### src/rtl/job_seq_pkg.sv
// Shared definitions for the matrix-vector job sequencer: one-hot state
// encodings and default field widths.
package job_seq_pkg;

   localparam int CNT_W_DEF = 16;
   localparam int TO_W_DEF  = 20;

   typedef enum logic [4:0] {
      ST_IDLE  = 5'b00001,
      ST_MATW  = 5'b00010,
      ST_RUN   = 5'b00100,
      ST_DRAIN = 5'b01000,
      ST_DONE  = 5'b10000
   } state_e;

   // States in which handshake activity is expected and the watchdog runs.
   function automatic logic is_active(input state_e s);
      return (s == ST_MATW) || (s == ST_RUN) || (s == ST_DRAIN);
   endfunction

endpackage

### src/rtl/job_seq_watchdog.sv
// Idle-cycle watchdog: counts enabled cycles without activity and flags the
// cycle whose increment would reach TIMEOUT.
module job_watchdog #(
   parameter int             TO_W    = 20,
   parameter logic [TO_W-1:0] TIMEOUT = {TO_W{1'b1}}
) (
   input  logic clk,
   input  logic rst_n,
   input  logic en,
   input  logic clr,
   output logic expire
);

   localparam logic [TO_W-1:0] LIM = TIMEOUT - 1'b1;

   logic [TO_W-1:0] cnt_q, cnt_d;

   always_comb begin
      cnt_d = cnt_q + 1'b1;
      if (clr || !en) cnt_d = '0;
   end

   assign expire = en && !clr && (cnt_q == LIM);

   always_ff @(posedge clk or negedge rst_n) begin
      if (!rst_n) cnt_q <= '0;
      else        cnt_q <= cnt_d;
   end

endmodule

### src/rtl/job_seq.sv
// Job sequencer: matrix load, N source batches, drain of result streams.
// Drives the matw/run/last mode bits and reports busy/done/err.
module job_seq
   import job_seq_pkg::*;
#(
   parameter int              CNT_W   = CNT_W_DEF,
   parameter int              TO_W    = TO_W_DEF,
   parameter logic [TO_W-1:0] TIMEOUT = {TO_W{1'b1}}
) (
   input  logic             AXIS_ACLK,
   input  logic             AXIS_ARESETN,
   input  logic             start,
   input  logic             abort,
   input  logic [CNT_W-1:0] cfg_mat_beats,
   input  logic [CNT_W-1:0] cfg_batches,
   input  logic             in_beat,
   input  logic             src_fin,
   input  logic             out_last,
   output logic             matw,
   output logic             run,
   output logic             last,
   output logic             busy,
   output logic             done,
   output logic             err,
   output logic [CNT_W-1:0] batch_in_cnt,
   output logic [CNT_W-1:0] batch_out_cnt
);

   function automatic logic [CNT_W-1:0] inc_sat(input logic [CNT_W-1:0] v);
      return (&v) ? v : v + 1'b1;
   endfunction

   state_e           state_q, state_d;
   logic [CNT_W-1:0] mat_beats_q, mat_beats_d;
   logic [CNT_W-1:0] batches_q, batches_d;
   logic [CNT_W-1:0] mat_cnt_q, mat_cnt_d;
   logic [CNT_W-1:0] in_cnt_q, in_cnt_d;
   logic [CNT_W-1:0] out_cnt_q, out_cnt_d;
   logic             err_q, err_d;
   logic             matw_q, run_q, last_q, busy_q, done_q;
   logic             activity, wd_expire;

   assign activity = in_beat | src_fin | out_last;

   job_watchdog #(.TO_W(TO_W), .TIMEOUT(TIMEOUT)) u_wd (
      .clk    (AXIS_ACLK),
      .rst_n  (AXIS_ARESETN),
      .en     (is_active(state_q)),
      .clr    (activity),
      .expire (wd_expire)
   );

   always_comb begin
      state_d     = state_q;
      mat_beats_d = mat_beats_q;
      batches_d   = batches_q;
      mat_cnt_d   = mat_cnt_q;
      in_cnt_d    = in_cnt_q;
      out_cnt_d   = out_cnt_q;
      err_d       = err_q;
      // abort beats everything, including a watchdog expiry in the same cycle
      if (abort) begin
         state_d = ST_IDLE;
      end else if (wd_expire) begin
         state_d = ST_IDLE;
         err_d   = 1'b1;
      end else begin
         unique case (state_q)
            ST_IDLE: begin
               if (start && (cfg_batches != '0)) begin
                  mat_beats_d = cfg_mat_beats;
                  batches_d   = cfg_batches;
                  mat_cnt_d   = '0;
                  in_cnt_d    = '0;
                  out_cnt_d   = '0;
                  err_d       = 1'b0;
                  state_d     = (cfg_mat_beats != '0) ? ST_MATW : ST_RUN;
               end
            end
            ST_MATW: begin
               if (in_beat) begin
                  mat_cnt_d = inc_sat(mat_cnt_q);
                  if (mat_cnt_d == mat_beats_q) state_d = ST_RUN;
               end
            end
            ST_RUN: begin
               if (out_last && (out_cnt_q != batches_q)) out_cnt_d = inc_sat(out_cnt_q);
               if (src_fin) begin
                  in_cnt_d = inc_sat(in_cnt_q);
                  if (in_cnt_d == batches_q) state_d = ST_DRAIN;
               end
            end
            ST_DRAIN: begin
               if (out_last && (out_cnt_q != batches_q)) out_cnt_d = inc_sat(out_cnt_q);
               // outputs may already be complete on entry; leave on the first drain cycle
               if (out_cnt_d == batches_q) state_d = ST_DONE;
            end
            ST_DONE: state_d = ST_IDLE;
            default: state_d = ST_IDLE;
         endcase
      end
   end

   always_ff @(posedge AXIS_ACLK or negedge AXIS_ARESETN) begin
      if (!AXIS_ARESETN) begin
         state_q     <= ST_IDLE;
         mat_beats_q <= '0;
         batches_q   <= '0;
         mat_cnt_q   <= '0;
         in_cnt_q    <= '0;
         out_cnt_q   <= '0;
         err_q       <= 1'b0;
         matw_q      <= 1'b0;
         run_q       <= 1'b0;
         last_q      <= 1'b0;
         busy_q      <= 1'b0;
         done_q      <= 1'b0;
      end else begin
         state_q     <= state_d;
         mat_beats_q <= mat_beats_d;
         batches_q   <= batches_d;
         mat_cnt_q   <= mat_cnt_d;
         in_cnt_q    <= in_cnt_d;
         out_cnt_q   <= out_cnt_d;
         err_q       <= err_d;
         matw_q      <= (state_d == ST_MATW);
         run_q       <= (state_d == ST_RUN) || (state_d == ST_DRAIN);
         last_q      <= (state_d == ST_DRAIN);
         busy_q      <= (state_d != ST_IDLE);
         done_q      <= (state_d == ST_DONE);
      end
   end

   assign matw          = matw_q;
   assign run           = run_q;
   assign last          = last_q;
   assign busy          = busy_q;
   assign done          = done_q;
   assign err           = err_q;
   assign batch_in_cnt  = in_cnt_q;
   assign batch_out_cnt = out_cnt_q;

endmodule
### config.mk
export PLATFORM = sky130hd
export DESIGN_NAME = job_seq
export DESIGN_NICKNAME = d
export VERILOG_FILES = /design/src/rtl/job_seq_pkg.sv /design/src/rtl/job_seq_watchdog.sv /design/src/rtl/job_seq.sv
export SDC_FILE = /design/constraint.sdc
export NUM_CORES = 1
export LEC_CHECK = 0
export ABC_AREA = 1
export CORE_AREA = 4 4 143 145
export CTS_CLUSTER_SIZE = 16
export DETAILED_ROUTE_END_ITERATION = 8
export DIE_AREA = 0 0 147 149
export PLACE_DENSITY_LB_ADDON = 0.1
export SLEW_MARGIN = 20
export SYNTH_ARGS = -nofsm -noshare
export SYNTH_HDL_FRONTEND = slang
export SYNTH_SLANG_ARGS = --single-unit
### constraint.sdc
create_clock -name AXIS_ACLK -period 2.5 [get_ports AXIS_ACLK]
set_clock_uncertainty 0.15 [all_clocks]
set_input_delay 0.25 -clock AXIS_ACLK [delete_from_list [all_inputs] [get_ports AXIS_ACLK]]
set_output_delay 0.25 -clock AXIS_ACLK [all_outputs]
set_load 0.05 [all_outputs]
==> summary.md <==
| Metric | Value |
|---|---|
| Status | completed |
| P_leak | 4.84 nW |
| First-pass GRT wire length | 37500 um |
| Power Density | 489 nW/um^2 |
| #FFs+latches synth | 111 |
| Min Tclk post-route | 2.47 ns |
| Yosys cell types | 40 |
| Share of the synthesized area in the top cell type | 0.365 |
| Total GRT Usage | 0.212 |
| Max-Cap Viols | 0 |
| Layout fillers | 1886 |
| Post-route cell area | 10200 sq um |
| Remaining Overflow, GRT | 0 |
| Part of the cycle the worst path needs | 0.989 |
| Vias per inst | 4.97 |
| Crit path required time | 2.58 ns |
| Worst hold path class | in -> async |
| HPWL after DPL | 18100 um |
| Most frequent cells in the layout | nand2_1, inv_1, buf_4 |
| Row cnt | 51 |
| Slew HR | 0.612 |
| First-pass DRT Iterations | 5 |
| Initial Util | 0.393 |
| Setup violators final | 0 |
| Final Max Slew Viols | 0 |
| Via total after detailed routing | 7939 |
| Pin slew with the least headroom to its limit | 0.577 ns |
| Antenna Violating Nets Remaining | 0 |
| Fin nets | 1372 |
| Post-DP Area | 9330 sq um |
| Top Ports | 77 |
| Final Hold Vio Count | 0 |
| Async set-reset flop share out of synthesis | 1.00 |
| Die Span X | 147 um |
| Sink Count | 111 |
| CTS tree | yes |
| Max Clock Freq | 404 MHz |
| Die ar. | 21900 sq um |
| Mean Syn Cell Area | 6.66 sq um |
| Crit path launch type | input pin |
| Vias in the first global route | 7496 |
| Die H | 149 um |
| Setup CP Type | in -> reg |
| CTS H-tree lvls | 3 |
| Antenna violations before repair | 0 |
| Fraction of layout cells with a size suffix above 1 | 0.216 |
| EDFF count, synth | 0 |
| CTS max path bufs | 2 |
| Syn Std Cell Area | 7540 sq um |
| VDD IR max | 375 uV |
| Clock root buffer | clkbuf_16 |
| Clk slew on worst S/H paths | 0.09 ns |
| Most common cell after layout, fill and taps aside | nand2_1 |
| Yosys top cell by area | dfrtp_1 |
| Setup crit end kind | flip-flop |
| Total CTS buffers | 9 |
| Syn_nets | 1177 |
| Worst-path maximum fanout | 7 |
| DRC | 0 |
| Final wirelength | 23600 um |
| N_diodes | 0 |
| YS warnings | 0 |
| Gpl congestion | 0.943 |
| Setup_tns | 0 ns |
| Cells after synthesis | 1133 |
| Largest net degree at the start of global routing | 72 |
| Clk Latency, worst-skew pair | 0.36 ns |
| Sequential-to-total area share from yosys stat | 0.369 |
| WL/cell | 14.8 um |
| CP arrival | 2.55 ns |
| Area grow syn2layout | 35.9% |
| Area contributors post-synth | dfrtp_1, nand2_1, inv_1 |
| Synth Flop Type | dfrtp_1 |
| Core area | 19200 sq um |
| Port buffer count | 76 |
| Initial drt markers | 544 |
| RSZ-0062 raised after global routing | yes |
-- cells by family after synthesis --
family,count (synthesis),synth area share
AO/OA/AOI/OAI,121,0.0881
XOR/XNOR,34,0.0395
adder cells (fa/ha/maj),5,0.00830
buffers and inverters,177,0.0956
flip-flops,111,0.369
AND/OR/NAND/NOR,685,0.400
-- cell usage after synthesis, types with 5 or more instances --
| cell | n |
|---|---|
| a21oi_1 | 18 |
| buf_2 | 9 |
| buf_6 | 5 |
| clkbuf_1 | 7 |
| dfrtp_1 | 110 |
| ha_1 | 5 |
| inv_1 | 139 |
| inv_2 | 13 |
| nand2_1 | 387 |
| nand3_1 | 103 |
| nand3_2 | 6 |
| nand4_1 | 26 |
| nor2_1 | 101 |
| nor2_2 | 6 |
| nor3_1 | 23 |
| nor4_1 | 10 |
| o21ai_0 | 46 |
| o21ai_1 | 20 |
| o22ai_1 | 29 |
| xnor2_1 | 7 |
| xor2_1 | 27 |
-- timing repair --
| item | CTS | global route |
|---|---|---|
| hold buffers | 1 | 0 |
| pin swaps | 0 | 32 |
| endpoints found under the setup margin | 5 | 8 |
| endpoints found under the hold margin | 110 | 0 |
| setup buffers | 0 | 32 |
| gates cloned | 0 | 0 |
| gates resized for setup | 8 | 97 |
-- cell type report --
type | count | area [sq um] | share of cell area
Sequential cell | 111 | 2810 | 0.274
Clock buffer | 9 | 225 | 0.0220
Timing Repair Buffer | 209 | 1850 | 0.181
Clock inverter | 7 | 101 | 0.00989
Multi-Input combinational cell | 845 | 4360 | 0.425
Tap cell | 265 | 332 | 0.0324
Inverter | 152 | 571 | 0.0557
-- metrics by stage --
stage / cells / total power [mW] / hold slack [ns] / utilization / setup WS (ns)
3_5_place_dp: 1549 / 3.35 / -0.0576 / 0.486 / -0.234
4_1_cts: 1566 / 4.99 / 0.106 / 0.504 / 0.0272
2_1_floorplan: 1133 / 2.80 / -0.196 / - / 0.00939
5_1_grt: 1598 / 5.30 / 0.117 / 0.533 / -0.0825
6_report: 1598 / 5.01 / 0.105 / 0.533 / 0.0274
3_3_place_gp: 1549 / 3.35 / -0.0565 / 0.486 / -0.247
-- where the power goes --
group / total, mW / internal [mW] / switching, mW
logic: 1.33 / 0.549 / 0.777
clock network: 1.60 / 0.815 / 0.786
registers: 2.08 / 1.94 / 0.142
total: 5.01 / 3.30 / 1.70
-- worst max-delay path: stages --
cell and delay, ns:
clkdlybuf4s50_1 0.47, nor4_1 0.57, nand4_1 0.36, nand2_1 0.20
nand2_1 0.11, nand2_4 0.11, nor3_4 0.05, nand2_1 0.29
o22ai_1 0.13
-- worst paths after layout --
| check | start | to | slack (ns) | cells after the start |
|---|---|---|---|---|
| setup / recovery | cfg_batches[1] | mat_cnt_q[0] | 0.03 | 9 |
| hold / removal | AXIS_ARESETN | batch_in_cnt[14] | 0.11 | 2 |
| setup reg to reg | batches_q[10] | run | 0.05 | 18 |
| hold reg to reg | u_wd.cnt_q[0] | u_wd.cnt_q[0] | 0.35 | 1 |
| max in group asynchronous | AXIS_ARESETN | state_q[0] | 1.42 | 3 |
| min in group AXIS_ACLK | cfg_mat_beats[8] | mat_beats_q[8] | 0.31 | 3 |
-- state kept, by name, summed over array words and instances, names as in the netlist --
name,flops
batch_in_cnt,16
batch_out_cnt,16
batches_q,16
busy,1
done,1
err,1
last,1
mat_beats_q,16
mat_cnt_q,16
matw,1
run,1
state_q,5
u_wd.cnt_q,20
-- layer usage --
layer | track usage | part of all wire | vias to the layer above | routed length (um)
met2 | 0.376 | 0.48 | 170 | 11400
li1 | - | - | 4045 | -
met3 | 0.0356 | 0.046 | 28 | 1090
met1 | 0.275 | 0.45 | 3696 | 10700
met5 | 0 | 0 | - | 0
met4 | 0.0447 | 0.017 | 0 | 412
Note: power is estimated with default switching activity, not from simulation.
